File: src/rtl/clk_phase_gen_pkg.sv
// rtl/clk_phase_gen_pkg.sv - shared types and constants for the multi-phase clock-enable generator
package clk_phase_gen_pkg;

  localparam int MIN_PHASES = 2;
  localparam int MAX_PHASES = 16;

  typedef enum logic [1:0] {
    ST_IDLE   = 2'd0,
    ST_ACTIVE = 2'd1,
    ST_GAP    = 2'd2
  } state_e;

  // $clog2 with a floor of one bit so single-bit index fields stay legal
  function automatic int idx_width(input int n);
    return (n > 1) ? $clog2(n) : 1;
  endfunction

endpackage

File: src/rtl/clk_phase_gen_if.sv
// rtl/clk_phase_gen_if.sv - run-control and phase-output bundle between a controller and the generator
interface clk_phase_gen_if
  import clk_phase_gen_pkg::*;
#(
  parameter int NUM_PHASES = 2,
  parameter int DIV_W      = 8
);
  localparam int IDX_W = idx_width(NUM_PHASES);

  logic                  enable;
  logic [DIV_W-1:0]      div;
  logic [DIV_W-1:0]      gap;
  logic [NUM_PHASES-1:0] phase_en;
  logic [IDX_W-1:0]      phase_idx;
  logic                  cycle_start;
  logic                  busy;

  modport master (
    output enable, div, gap,
    input  phase_en, phase_idx, cycle_start, busy
  );

  modport slave (
    input  enable, div, gap,
    output phase_en, phase_idx, cycle_start, busy
  );

endinterface

File: src/rtl/clk_phase_cnt.sv
// rtl/clk_phase_cnt.sv - loadable down-counter timing both phase width and dead time
module clk_phase_cnt #(
  parameter int DIV_W = 8
) (
  input  logic             clk,
  input  logic             rst_n,
  input  logic             load_i,
  input  logic [DIV_W-1:0] load_val_i,
  input  logic             dec_i,
  output logic             zero_o
);

  logic [DIV_W-1:0] cnt_q;
  logic [DIV_W-1:0] cnt_d;

  always_comb begin
    cnt_d = cnt_q;
    if (load_i) begin
      cnt_d = load_val_i;
    end else if (dec_i && (cnt_q != '0)) begin
      cnt_d = cnt_q - DIV_W'(1);
    end
  end

  always_ff @(posedge clk) begin
    if (!rst_n) begin
      cnt_q <= '0;
    end else begin
      cnt_q <= cnt_d;
    end
  end

  assign zero_o = (cnt_q == '0);

endmodule

File: src/rtl/clk_phase_gen.sv
// rtl/clk_phase_gen.sv - rotating non-overlapping phase-enable generator; dead time under CLK_PHASE_GEN_GAP_EN
module clk_phase_gen
  import clk_phase_gen_pkg::*;
#(
  parameter int NUM_PHASES = 2,
  parameter int DIV_W      = 8
) (
  input  logic         clk,
  input  logic         rst_n,
  clk_phase_gen_if.slave bus
);

  localparam int IDX_W = idx_width(NUM_PHASES);

  if ((NUM_PHASES < MIN_PHASES) || (NUM_PHASES > MAX_PHASES)) begin : g_bad_phases
    $error("clk_phase_gen: NUM_PHASES out of range");
  end

  state_e                state_q;
  logic [NUM_PHASES-1:0] phase_en_q;
  logic [IDX_W-1:0]      phase_idx_q;
  logic                  cycle_start_q;
  logic                  busy_q;

  logic [IDX_W-1:0]      next_idx;
  logic [DIV_W-1:0]      gap_eff;
  logic                  cnt_zero;
  logic                  cnt_load;
  logic                  cnt_dec;
  logic [DIV_W-1:0]      cnt_load_val;

`ifdef CLK_PHASE_GEN_GAP_EN
  assign gap_eff = bus.gap;
`else
  assign gap_eff = '0;
`endif

  assign next_idx = (phase_idx_q == IDX_W'(NUM_PHASES - 1)) ? '0 : phase_idx_q + IDX_W'(1);

  // Counter holds the cycles remaining in the current phase or gap; zero marks the boundary
  always_comb begin
    cnt_load     = 1'b0;
    cnt_dec      = 1'b0;
    cnt_load_val = bus.div;
    case (state_q)
      ST_IDLE: begin
        cnt_load = bus.enable;
      end
      ST_ACTIVE: begin
        if (!cnt_zero) begin
          cnt_dec = 1'b1;
        end else if (bus.enable) begin
          cnt_load = 1'b1;
          if (gap_eff != '0) begin
            cnt_load_val = gap_eff - DIV_W'(1);
          end
        end
      end
`ifdef CLK_PHASE_GEN_GAP_EN
      ST_GAP: begin
        if (!cnt_zero) begin
          cnt_dec = 1'b1;
        end else begin
          cnt_load = bus.enable;
        end
      end
`endif
      default: begin
        cnt_load = 1'b0;
      end
    endcase
  end

  clk_phase_cnt #(
    .DIV_W(DIV_W)
  ) u_cnt (
    .clk       (clk),
    .rst_n     (rst_n),
    .load_i    (cnt_load),
    .load_val_i(cnt_load_val),
    .dec_i     (cnt_dec),
    .zero_o    (cnt_zero)
  );

  always_ff @(posedge clk) begin
    if (!rst_n) begin
      state_q       <= ST_IDLE;
      phase_en_q    <= '0;
      phase_idx_q   <= '0;
      cycle_start_q <= 1'b0;
      busy_q        <= 1'b0;
    end else begin
      cycle_start_q <= 1'b0;
      case (state_q)
        ST_IDLE: begin
          if (bus.enable) begin
            state_q       <= ST_ACTIVE;
            phase_idx_q   <= '0;
            phase_en_q    <= NUM_PHASES'(1);
            cycle_start_q <= 1'b1;
            busy_q        <= 1'b1;
          end
        end
        ST_ACTIVE: begin
          if (cnt_zero) begin
            // A stop request is honoured only here, so a phase is never cut short
            if (!bus.enable) begin
              state_q    <= ST_IDLE;
              phase_en_q <= '0;
              busy_q     <= 1'b0;
            end
`ifdef CLK_PHASE_GEN_GAP_EN
            else if (gap_eff != '0) begin
              state_q    <= ST_GAP;
              phase_en_q <= '0;
            end
`endif
            else begin
              phase_idx_q   <= next_idx;
              phase_en_q    <= NUM_PHASES'(1) << next_idx;
              cycle_start_q <= (next_idx == '0);
            end
          end
        end
`ifdef CLK_PHASE_GEN_GAP_EN
        ST_GAP: begin
          if (cnt_zero) begin
            if (!bus.enable) begin
              state_q <= ST_IDLE;
              busy_q  <= 1'b0;
            end else begin
              state_q       <= ST_ACTIVE;
              phase_idx_q   <= next_idx;
              phase_en_q    <= NUM_PHASES'(1) << next_idx;
              cycle_start_q <= (next_idx == '0);
            end
          end
        end
`endif
        default: begin
          state_q    <= ST_IDLE;
          phase_en_q <= '0;
          busy_q     <= 1'b0;
        end
      endcase
    end
  end

  assign bus.phase_en    = phase_en_q;
  assign bus.phase_idx   = phase_idx_q;
  assign bus.cycle_start = cycle_start_q;
  assign bus.busy        = busy_q;

endmodule

File: src/flat_wrapper.sv
// flat-port wrapper written by rule: the top's interface ports become plain ports
module clk_phase_gen_flat import clk_phase_gen_pkg::*;
#(
  parameter int NUM_PHASES = 2,
  parameter int DIV_W      = 8
)
  (clk, rst_n, bus_enable, bus_div, bus_gap, bus_phase_en, bus_phase_idx, bus_cycle_start, bus_busy);
  clk_phase_gen_if #(.NUM_PHASES(NUM_PHASES), .DIV_W(DIV_W)) bus_i ();
  input  logic clk;
  input  logic rst_n;
  input wire logic [$bits(bus_i.enable)-1:0] bus_enable;
  input wire logic [$bits(bus_i.div)-1:0] bus_div;
  input wire logic [$bits(bus_i.gap)-1:0] bus_gap;
  output wire logic [$bits(bus_i.phase_en)-1:0] bus_phase_en;
  output wire logic [$bits(bus_i.phase_idx)-1:0] bus_phase_idx;
  output wire logic [$bits(bus_i.cycle_start)-1:0] bus_cycle_start;
  output wire logic [$bits(bus_i.busy)-1:0] bus_busy;
  assign bus_i.enable = bus_enable;
  assign bus_i.div = bus_div;
  assign bus_i.gap = bus_gap;
  assign bus_phase_en = bus_i.phase_en;
  assign bus_phase_idx = bus_i.phase_idx;
  assign bus_cycle_start = bus_i.cycle_start;
  assign bus_busy = bus_i.busy;
  clk_phase_gen #(.NUM_PHASES(NUM_PHASES), .DIV_W(DIV_W)) u_core (.clk(clk), .rst_n(rst_n), .bus(bus_i));
endmodule
File: config.mk
export PLATFORM = sky130hd
export DESIGN_NAME = clk_phase_gen_flat
export DESIGN_NICKNAME = d
export VERILOG_FILES = /design/src/rtl/clk_phase_gen_pkg.sv /design/src/rtl/clk_phase_gen_if.sv /design/src/rtl/clk_phase_cnt.sv /design/src/rtl/clk_phase_gen.sv /design/src/flat_wrapper.sv
export SDC_FILE = /design/constraint.sdc
export NUM_CORES = 1
export LEC_CHECK = 0
export BUFFER_PORTS_ARGS = -buffer_cell sky130_fd_sc_hd__buf_4
export CAP_MARGIN = 20
export CORE_MARGIN = 1.5
export CORE_UTILIZATION = 49
export DETAILED_ROUTE_END_ITERATION = 10
export PLACE_DENSITY = 0.75
export REMOVE_ABC_BUFFERS = 1
export SKIP_CTS_REPAIR_TIMING = 1
export SLEW_MARGIN = 20
export SYNTH_ARGS = -nofsm -noshare
export SYNTH_HDL_FRONTEND = slang
export SYNTH_SLANG_ARGS = --single-unit
File: constraint.sdc
create_clock -name clk -period 1.9 [get_ports clk]
set_input_delay 0.095 -clock clk [delete_from_list [all_inputs] [get_ports clk]]
set_output_delay 0.095 -clock clk [all_outputs]
set_load 0.05 [all_outputs]
# Yosys cells after proc, flatten, opt, wreduce, memory -nomap -nowiden

Cells that the tools add are included.

Bits in registers: 15
Input port bits: 19
Output and inout port bits: 5
Logic and storage cells: 50

$add $sub $neg: 2
Equal/unequal tests: 5
Shift operators: 1
Multiplexer cells: 26
Bitwise operators: 1
Reduce and logical (&&, ||, !) cells: 9

Operators by type and width:

| cell                                                   | count |
|---|---|
| 2-to-1 mux 8 bit                                       | 2 |
| 2-to-1 mux 1 bit                                       | 13 |
| 2-to-1 mux 2 bit                                       | 5 |
| zero test 8 bit                                        | 1 |
| case mux 1 bit (2 select lines)                        | 4 |
| case mux 2 bit (2 select lines)                        | 2 |
| nonzero test 8 bit                                     | 1 |
| subtractor 8 x 1 -> 8 bit (second input constant)      | 1 |
| inequality test 2 bit (second input constant)          | 3 |
| AND reduction 4 bit                                    | 1 |
| nonzero test 2 bit                                     | 2 |
| AND reduction 3 bit                                    | 1 |
| == test 2 x 1 -> 1 bit (second input constant)         | 1 |
| zero test 2 bit                                        | 1 |
| inequality test 2 x 1 -> 1 bit (second input constant) | 1 |
| AND reduction 2 bit                                    | 1 |
| << shifter 1 x 1 -> 2 bit (first input constant)       | 1 |
| adder 1 bit (second input constant)                    | 1 |
| logical AND 1 bit                                      | 1 |
| inverter 1 bit                                         | 1 |

# Depth between registers and ports, before layout

Gate-level depths: netlist of the first run.

Depth in word-level cells: 6
Depth in mapped cells: 6
Mapped depth without buffers: 6

# By module

A second synthesis of the first run with hierarchy kept.

Cells, all modules: 81
Area, all modules: 721.9 um^2

Modules (own cells, without submodules):

| module        | times used | cells an instance | area an instance (um^2) | sequential area each (um^2) |
|---|---|---|---|---|
| clk_phase_cnt | 1          | 58                | 508.0                   | 160.2 |
| clk_phase_gen | 1          | 23                | 214.0                   | 100.1 |

# Least setup slack after synthesis of the first run

Ideal clock, no wire load.

Kind: reg2reg
Start point: register u_core.u_cnt.cnt_q[0]
End point: register u_core.u_cnt.cnt_q[0]
Library setup time: 0.086 ns
Arrival: 1.675 ns
Data required time: 1.814 ns
Setup slack: 0.139 ns
Cell stages (with the launch flop): 7
Buffers on the path: 0
Period minus slack after synthesis: 1.761 ns
Path through: dfxtp_1 > inv_1 > ha_1 > or4b_4 > o21ai_4 > o21ai_2 > a221oi_2

Cells in the longest elaborated chain, start to end: 5
Elaborated cells between the ends (all ways): 11
Those cells by class: add/sub (1); mux (6); reduce/logical (4)

Ends and longest elaborated chain:

| element                                                                           | line                | source |
|---|---|---|
| start, declared                                                                   | clk_phase_cnt.sv:13 | `logic [DIV_W-1:0] cnt_q;` |
| start signal, assigned                                                            | clk_phase_cnt.sv:29 | `cnt_q <= cnt_d;` |
| parallel branches: the longest is 5 deep, another holds subtractor 8 x 1 -> 8 bit | n/a                 |  |

Parallel ways; which one is timed is not known. The select of a mux whose other input is x is not followed.
A chain may end at the register's enable or synchronous reset.

# Final worst setup path of the first run

Start point: register u_core.u_cnt.cnt_q[0]
End point: register u_core.busy_q (netlist: u_core.bus.busy)

Cells in the longest elaborated chain, start to end: 3

Ends and longest elaborated chain:

| element                                  | line                 | source |
|---|---|---|
| zero test 8 bit                          | clk_phase_cnt.sv:33  | `assign zero_o = (cnt_q == '0);` |
| inequality test 2 x 1 -> 1 bit (no line) | n/a                  |  |
| AND reduction 3 bit (no line)            | n/a                  |  |
| end signal, assigned                     | clk_phase_gen.sv:91  | `busy_q <= 1'b0;` |
| end signal, assigned                     | clk_phase_gen.sv:101 | `busy_q <= 1'b1;` |
| end signal, assigned                     | clk_phase_gen.sv:110 | `busy_q <= 1'b0;` |
| end, declared                            | clk_phase_gen.sv:23  | `logic busy_q;` |

No other way between the ends.

==> metrics.txt, run 1 <==
vias in the first global route 853; core region area approximately 1500 sq um; layout cell share with drive strength beyond 1 28.7%; non-filler cells, final 138; fin nets between 100 and 150; CP Data Required Time 2060 ps; DP HPWL 1520 um; Final Skew 0.852 ps; pins over their slew limit 0; Hold Fails Final Rpt 0; type of origin of the critical path flop; Final GP Congestion between 0.8 and 0.9; Worst Tran Pin Value approximately 360 ps; CP max-delay cell or4b_4; die area roughly 1800 sq um; die height around 43 um; post-layout util 66.8%; Post-synth EDFFs 0; overall global routing resource usage about a quarter; Yosys reg bits 13; Die W roughly 43 um; r2r startpoint u_core.u_cnt.cnt_q[0]; most used cell, CP buf_4; Tot Pwr slightly below 0.0009 W; crit path kind reg -> reg; Num CTS Buffers 3; Critical Path Sink u_core.bus.busy; Power Dens Cells ~880 nW/um^2; post-route setup slack around 88 ps; max-cap violation count 0; initial DRC count 62; total grt overflow 0; CP startpoint u_core.u_cnt.cnt_q[0]; fill cell count between 100 and 150; Cells after DPL 132; number of top-level pins 24; Clock Path Buffers 2; R2R depth 7; share of the synthesized area in the top cell type roughly 33%; worst-path cell chain inv_1 -> ha_2 -> or4b_4 -> o21ai_4 -> buf_4 -> buf_4 -> a21oi_1; Post-synth ARST share 0%; top cells by count, synth dfxtp_1, a21oi_1, nand3_1; result of the run completed; Hold Crit Class in -> reg; Critical Path AT 1970 ps; row count 14; clk_lat worst skew roughly 270 ps; CTS tree done; vias per std cell ~6.3; Cell Area, Synth ~780 sq um; crit end category flop; Avg Cell Area, Syn between 8 and 9 sq um; hold path start bus_div[7]; max_slew headroom 75.7%; Max VDD drop 543 uV; yosys warns 0; Port-buffer cells 15; R2R setup slack 90 ps; final antenna-violating net count 0; Seq/Total Area, Yosys between 30% and 40%; clock sinks 13; count leader, synth dfxtp_1; average wire per standard cell 15.3 um; Netlist cell types 34; top post-synthesis cells by area dfxtp_1, a21oi_1, nand3_1; Tcrit/Tclk final 95.4%; fmax ~550 MHz; P_leak between 0.3 and 0.4 nW; synth-to-layout area growth 28.0%; worst slack, placed between 60 and 70 ps; Cells after Synth between 90 and 100; Starting Density 52.2%; Min Clock Period, post-route between 1500 and 2000 ps; Critical R2R Capture u_core.bus.busy; vias 868; initial antenna violation count 0; top_reg_cell synth dfxtp_1; CP Max Fanout 8; clk root buf clkbuf_4; # diodes 0; drt first pass iters 5; worst hold slack between 100 and 150 ps; post-route DRC violation count 0; CP max stage delay 510 ps; Synth area leader dfxtp_1; total wire length roughly 2100 um; H-tree levels 1; first-pass GRT wire length ~3600 um; largest net degree at the start of global routing 15; # setup viols final 0; Clock Pin Slew Worst Setup and Hold Paths ~80 ps
[logic make-up (layout without fill, tap and decap cells)]
kind of cell / count (synthesis) / in the layout / synth area share (%)
AND/OR/NAND/NOR: 43 / 43 / 30.4
buffers and inverters: 8 / 33 / 3.86
adder cells (fa/ha/maj): 2 / 2 / 3.22
flip-flops: 13 / 13 / 33.5
multiplexers: 2 / 2 / 2.74
AO/OA/AOI/OAI: 29 / 29 / 26.3
[layer usage]
| layer | routed length [um] | track usage, % | up-vias | part of all wire [%] |
|---|---|---|---|---|
| met5 | 0 | 0 | - | 0 |
| met4 | 23 | 8.13 | 0 | 1.1 |
| met3 | 151 | 5.11 | 4 | 7.2 |
| met2 | 1060 | 45.2 | 48 | 50 |
| met1 | 876 | 31.7 | 399 | 41 |
| li1 | - | - | 417 | - |
[critical path: cells and delay by family, from the launching register on]
| family | cells | cell delay, ps |
|---|---|---|
| simple gates | 1 | 510 |
| fa+ha+maj | 1 | 190 |
| flops | 1 | 320 |
| buf+inv | 3 | 350 |
| compound gates | 2 | 330 |
[sequential cells by signal, summed over array words and instances (netlist names)]
| name | cells |
|---|---|
| u_core.u_cnt.cnt_q | 8 |
| u_core.bus.phase_en | 2 |
| u_core.bus.busy | 1 |
| u_core.bus.cycle_start | 1 |
| u_core.bus.phase_idx | 1 |
[stage by stage]
stage	setup TNS [ps]	cell area [sq um]
after floorplan	0	766
after global placement	0	951
after detailed placement	0	951
after CTS	0	977
after global routing	-4.77	995
final	0	995
[worst min-delay path by stage]
stage	end	cells past startpoint
6_report	u_core.u_cnt.cnt_q[7]	3
4_1_cts	u_core.u_cnt.cnt_q[6]	3
2_1_floorplan	u_core.u_cnt.cnt_q[5]	1
5_1_grt	u_core.u_cnt.cnt_q[6]	3
3_3_place_gp	u_core.u_cnt.cnt_q[6]	3
3_5_place_dp	u_core.u_cnt.cnt_q[6]	3
[layout make-up]
class	instances	area, sq um	share of cell area (%)
Clock buffer	4	26.3	2.64
Inverter	5	18.8	1.89
Sequential cell	13	260	26.2
Timing Repair Buffer	24	180	18.1
Multi-Input combinational cell	76	489	49.2
Tap cell	16	20.0	2.01
[power breakdown]
part / internal, W / switching [W] / leakage (nW)
Clock: 0.0000813 / 0.0000904 / 0.0150
Sequential: 0.000305 / 0.0000343 / 0.107
Combinational: 0.000160 / 0.000208 / 0.271
[placed cells by master (no fill, tap or decap), types with 2 or more instances in the layout]
master	count
a21oi_1	11
a311oi_1	2
a31oi_1	6
buf_4	24
clkbuf_4	3
clkinv_1	2
dfxtp_1	13
inv_1	3
nand2_1	8
nand3_1	10
nor2_1	6
nor2b_1	3
nor3_1	6
o31a_1	2
or4_1	2
Note: power is estimated with default switching activity, not from simulation.
==> run 2, diff against run 1 <==
clock period = 2 ns   (was 1.9 ns; I/O delays follow)
==> run 2 against run 1 <==
Effect of this change:
- sequential cell count unchanged
- register-to-register slack improved by 40 ps
- critical path depth decreased by 1
- clock skew increased by 8.3 ps
- largest cell class unchanged
- first-iteration DRC count decreased by 61%
- fmax decreased by 3.1%
- die area unchanged
- sequential power decreased by 5%
- clock power decreased by 6%
- via count decreased by 2.4%
- combinational power decreased by 8.2%
==> metrics.txt, run 2 (synthesis results as in run 1) <==
combinational group share of total power 41.0% (was 41.9%); Min Clock Period, post-route 1870 ps (was 1810 ps); crit end category flop (unchanged); Final GP Congestion 0.825 (was 0.864); Reg power frac 39.3% (was 38.6%); Reg with most FFs u_core.u_cnt.cnt_q (unchanged); fin nets 142 (was 144); Port-buffer cells 15 (unchanged); Buf/Inv on CP 1 (was 3); largest net degree at the start of global routing 15 (unchanged); first-pass GRT wire length 3510 um (was 3620 um); Critical Path Sink u_core.u_cnt.cnt_q[0] (was u_core.bus.busy); synth-to-layout area growth 25.8% (was 28.0%); core region area 1490 sq um (unchanged); Hold Fails Final Rpt 0 (unchanged); final antenna-violating net count 0 (unchanged); number of top-level pins 24 (unchanged); row count 14 (unchanged); fmax 534 MHz (was 552 MHz); clk root buf clkbuf_4 (unchanged); Clock Pin Slew Worst Setup and Hold Paths 90 ps (was 80 ps); commonest non-fill, non-tap cell in the layout buf_4 (unchanged); layout cell share with drive strength beyond 1 26.7% (was 28.7%); die area 1830 sq um (unchanged); Critical R2R Capture u_core.u_cnt.cnt_q[0] (was u_core.bus.busy); drt first pass iters 4 (was 5); P_leak 0.385 nW (was 0.393 nW); CP max-delay cell or4b_4 (unchanged); Max VDD drop 713 uV (was 543 uV); Critical Path AT 2050 ps (was 1970 ps); most frequent cells in the layout buf_4, dfxtp_1, a21oi_1 (unchanged); # setup viols final 0 (unchanged); result of the run completed (unchanged); max-cap violation count 0 (unchanged); crit path kind reg -> reg (unchanged); CTS tree done (unchanged); overall global routing resource usage 25.3% (was 25.9%); initial DRC count 24 (was 62); Starting Density 52.2% (unchanged); clock sinks 13 (unchanged); Num CTS Buffers 3 (unchanged); max_slew headroom 71.6% (was 75.7%); worst hold slack 114 ps (was 107 ps); # diodes 0 (unchanged); type of origin of the critical path flop (unchanged); r2r startpoint u_core.u_cnt.cnt_q[1] (was u_core.u_cnt.cnt_q[0]); Worst Tran Pin Value 421 ps (was 360 ps); Hold Crit Class in -> reg (unchanged); average wire per standard cell 15.4 um (was 15.3 um); Cells after DPL 132 (unchanged); vias 847 (was 868); die height 42.8 um (unchanged); clk_lat worst skew 270 ps (about the same); Die W 42.8 um (unchanged); DP Area 951 sq um (unchanged); Register Area 260 sq um (unchanged); CP Max Fanout 8 (unchanged); initial antenna violation count 0 (unchanged); fill cell count 146 (was 142); Tcrit/Tclk final 93.6% (was 95.4%); Final Skew 9.12 ps (was 0.852 ps); vias per std cell 6.23 (was 6.29); non-filler cells, final 136 (was 138); R2R setup slack 130 ps (was 90 ps); R2R depth 6 (was 7); H-tree levels 1 (unchanged); setup TNS 0 ps (unchanged); net switching power 0.000315 W (was 0.000333 W); DP HPWL 1540 um (was 1520 um); Clock Path Buffers 2 (unchanged); Top delay family on crit path compound AO/OA/AOI/OAI gates (was simple AND/OR/NAND/NOR gates); total wire length 2100 um (was 2110 um); pins over their slew limit 0 (unchanged); post-route DRC violation count 0 (unchanged); CP Data Required Time 2180 ps (was 2060 ps); Crit path depth 6 (was 7); RSZ-0062 raised after global routing no; Power Dens Cells 844 nW/um^2 (was 884 nW/um^2); Largest register FFs 8 (unchanged); Final Cell Area 977 sq um (was 995 sq um); Sw Share 38.2% (was 37.8%); Multi-input gate area 487 sq um (was 489 sq um); internal power 0.000510 W (was 0.000547 W); Clock power frac 19.7% (was 19.5%); vias in the first global route 786 (was 853); total grt overflow 0 (unchanged); CP startpoint u_core.u_cnt.cnt_q[1] (was u_core.u_cnt.cnt_q[0]); CP max stage delay 520 ps (was 510 ps); worst-path cell chain inv_1 -> ha_1 -> or4b_4 -> o21ai_4 -> o21ai_2 -> a221oi_2 (was inv_1 -> ha_2 -> or4b_4 -> o21ai_4 -> buf_4 -> buf_4 -> a21oi_1)
run 2: changes by cell type in the layout (fill, tap and decap cells not counted), sizes merged:
cell	previous run	this run
buf	24	22
run 2: how the worst min path moves through the flow:
stage | start | to | depth (start not counted)
floorplan | rst_n | u_core.u_cnt.cnt_q[5] | 1
global placement | bus_div[6] | u_core.u_cnt.cnt_q[6] | 3
CTS | rst_n | u_core.u_cnt.cnt_q[5] | 2
finish | bus_div[7] | u_core.u_cnt.cnt_q[7] | 3
global route | rst_n | u_core.u_cnt.cnt_q[5] | 2
detailed placement | bus_div[6] | u_core.u_cnt.cnt_q[6] | 3
run 2: metal layers:
metal / wire [um] / track usage, %
met5: 0 / 0
met4: 38 / 10.6
met3: 146 / 5.11
met2: 963 / 39.7
met1: 951 / 33.4
run 2: power groups by stage:
stage	clock network (W)	registers [W]	logic (W)
2_1_floorplan	0	0.000356	0.000183
3_3_place_gp	0	0.000327	0.000324
3_5_place_dp	0	0.000328	0.000332
4_1_cts	0.000165	0.000323	0.000334
5_1_grt	0.000176	0.000330	0.000366
6_report	0.000162	0.000324	0.000338
run 2: layout make-up:
cell class              count  area share (%)
inverters                   5            1.92
clock buffers               4            2.69
flip-flops and latches     13            26.6
multi-input cells          76            49.8
repair buffers             22            16.9
well taps                  16            2.05
run 2: stage by stage:
step                      utilization [%]  power [W]  worst slack, ps
after floorplan                         -   0.000539              107
after CTS                            65.6   0.000822              134
after global routing                 65.6   0.000872             7.54
final                                65.6   0.000825              129
after detailed placement             63.9   0.000661              163
after global placement               63.9   0.000651              200
run 2: worst min-delay path, cell delays in order:
cell	delay (ps)
buf_4	110
nand3_1	70
a21oi_1	60
==> run 3, diff against run 2 <==
CORE_UTILIZATION = 52   (was 49)
CTS_BUF_LIST = sky130_fd_sc_hd__clkbuf_8   (was not set)
PLACE_DENSITY = 0.79   (was 0.75)
==> run 3 against run 2 <==
Effect of this change:
- combinational power down 6.8%
- total power increased by 6.2%
- fmax is 0.28% lower
- core utilization grew 6.9 points
- sequential share of layout area decreased by 0.068 points
- die area shrank 5.4%
- largest power group is now registers
==> metrics.txt, run 3 (synthesis results as in run 1) <==
clk root buf clkbuf_8 (was clkbuf_4); total grt overflow 0 (unchanged); CTS tree done (unchanged); Worst Tran Pin Value 532 ps (was 421 ps); max-cap violation count 0 (unchanged); initial DRC count 32 (was 24); vias per std cell 6.11 (was 6.23); worst-path cell chain inv_1 -> ha_1 -> or4b_4 -> o21ai_4 -> o21ai_2 -> a221oi_2 (unchanged); core region area 1350 sq um (was 1490 sq um); post-route DRC violation count 0 (unchanged); CP Max Fanout 9 (was 8); post-layout util 72.6% (was 65.6%); clk_lat worst skew 250 ps (was 270 ps); Clock Path Buffers 2 (unchanged); max_slew headroom 64.0% (was 71.6%); Final Skew 3.82 ps (was 9.12 ps); Final GP Congestion 0.898 (was 0.825); result of the run completed (unchanged); Clock Pin Slew Worst Setup and Hold Paths 60 ps (was 90 ps); die area 1740 sq um (was 1830 sq um); layout cell share with drive strength beyond 1 25.4% (was 26.7%); Tcrit/Tclk final 93.8% (was 93.6%); Power Dens Cells 894 nW/um^2 (was 844 nW/um^2); initial antenna violation count 0 (unchanged); commonest non-fill, non-tap cell in the layout buf_4 (unchanged); overall global routing resource usage 23.7% (was 25.3%); synth-to-layout area growth 26.1% (was 25.8%); Die W 41.7 um (was 42.8 um); Max VDD drop 652 uV (was 713 uV); Top delay family on crit path compound AO/OA/AOI/OAI gates (unchanged); crit path kind reg -> reg (unchanged); vias 813 (was 847); DP HPWL 1380 um (was 1540 um); Buf/Inv on CP 1 (unchanged); # setup viols final 0 (unchanged); CP Data Required Time 2170 ps (was 2180 ps); Hold Fails Final Rpt 0 (unchanged); # diodes 0 (unchanged); largest net degree at the start of global routing 15 (unchanged); type of origin of the critical path flop (unchanged); average wire per standard cell 14.6 um (was 15.4 um); clock sinks 13 (unchanged); Min Clock Period, post-route 1880 ps (was 1870 ps); Critical Path AT 2040 ps (was 2050 ps); most frequent cells in the layout buf_4, dfxtp_1, a21oi_1 (unchanged); first-pass GRT wire length 3170 um (was 3510 um); Reg with most FFs u_core.u_cnt.cnt_q (unchanged); setup TNS 0 ps (unchanged); pins over their slew limit 0 (unchanged); fin nets 140 (was 142); final antenna-violating net count 0 (unchanged); Starting Density 57.6% (was 52.2%); CP max-delay cell or4b_4 (unchanged); H-tree levels 1 (unchanged); Hold Crit Class in -> reg (unchanged); non-filler cells, final 133 (was 136); Num CTS Buffers 3 (unchanged); total wire length 1940 um (was 2100 um); crit end category flop (unchanged); row count 13 (was 14); P_leak 0.388 nW (was 0.385 nW); vias in the first global route 741 (was 786); CP max stage delay 510 ps (was 520 ps); Port-buffer cells 15 (unchanged); fmax 533 MHz (was 534 MHz); RSZ-0062 raised after global routing no (unchanged); Cells after DPL 129 (was 132); die height 41.7 um (was 42.8 um); Largest register FFs 8 (unchanged); number of top-level pins 24 (unchanged); drt first pass iters 4 (unchanged)
==> run 3: changes by cell type in the layout (fill, tap and decap cells not counted), sizes merged <==
| cell | change |
|---|---|
| buf | -2 |
| clkbuf | -1 |
| inv | +1 |
==> run 3: layout make-up <==
class | instances | area, sq um
Clock inverter | 1 | 3.75
Fill cell | 116 | 370
Sequential cell | 13 | 260
Tap cell | 15 | 18.8
Multi-Input combinational cell | 76 | 487
Timing Repair Buffer | 20 | 150
Clock buffer | 3 | 41.3
Inverter | 5 | 18.8
==> run 3: worst min-delay path: stages <==
cell     delay [ps]
buf_4           110
nand3_1          70
a21oi_1          60
==> run 3: path summary, 6_finish.rpt <==
path	start	to	slack, ps	cells past startpoint
worst max-delay path	u_core.u_cnt.cnt_q[1]	u_core.u_cnt.cnt_q[0]	120	6
worst max register to register	u_core.u_cnt.cnt_q[1]	u_core.u_cnt.cnt_q[0]	120	6
worst min-delay path	bus_div[7]	u_core.u_cnt.cnt_q[7]	130	3
worst min register to register	u_core.bus.phase_en[1]	u_core.bus.phase_en[1]	540	2
==> run 3: stage by stage <==
stage	total power, W	setup slack (ps)	hold WS [ps]	instance area [sq um]
floorplan	0.000539	107	228	766
global placement	0.000630	178	387	935
detailed placement	0.000638	126	389	935
CTS	0.000875	113	131	980
global route	0.000923	8.69	160	980
finish	0.000876	124	130	980
==> run 3: power breakdown <==
group / leakage [nW] / internal, W / switching [W]
sequential: 0.107 / 0.000291 / 0.0000315
clock: 0.0269 / 0.000136 / 0.000103
combinational: 0.254 / 0.000128 / 0.000187
==> run 3: per-layer routing <==
layer	global-route usage, %	vias to the layer above	share of wire, %
met5	0	-	0
met4	10.3	0	1.2
met3	3.91	4	4.9
met2	39.4	24	46
met1	29.9	372	48
li1	-	413	-
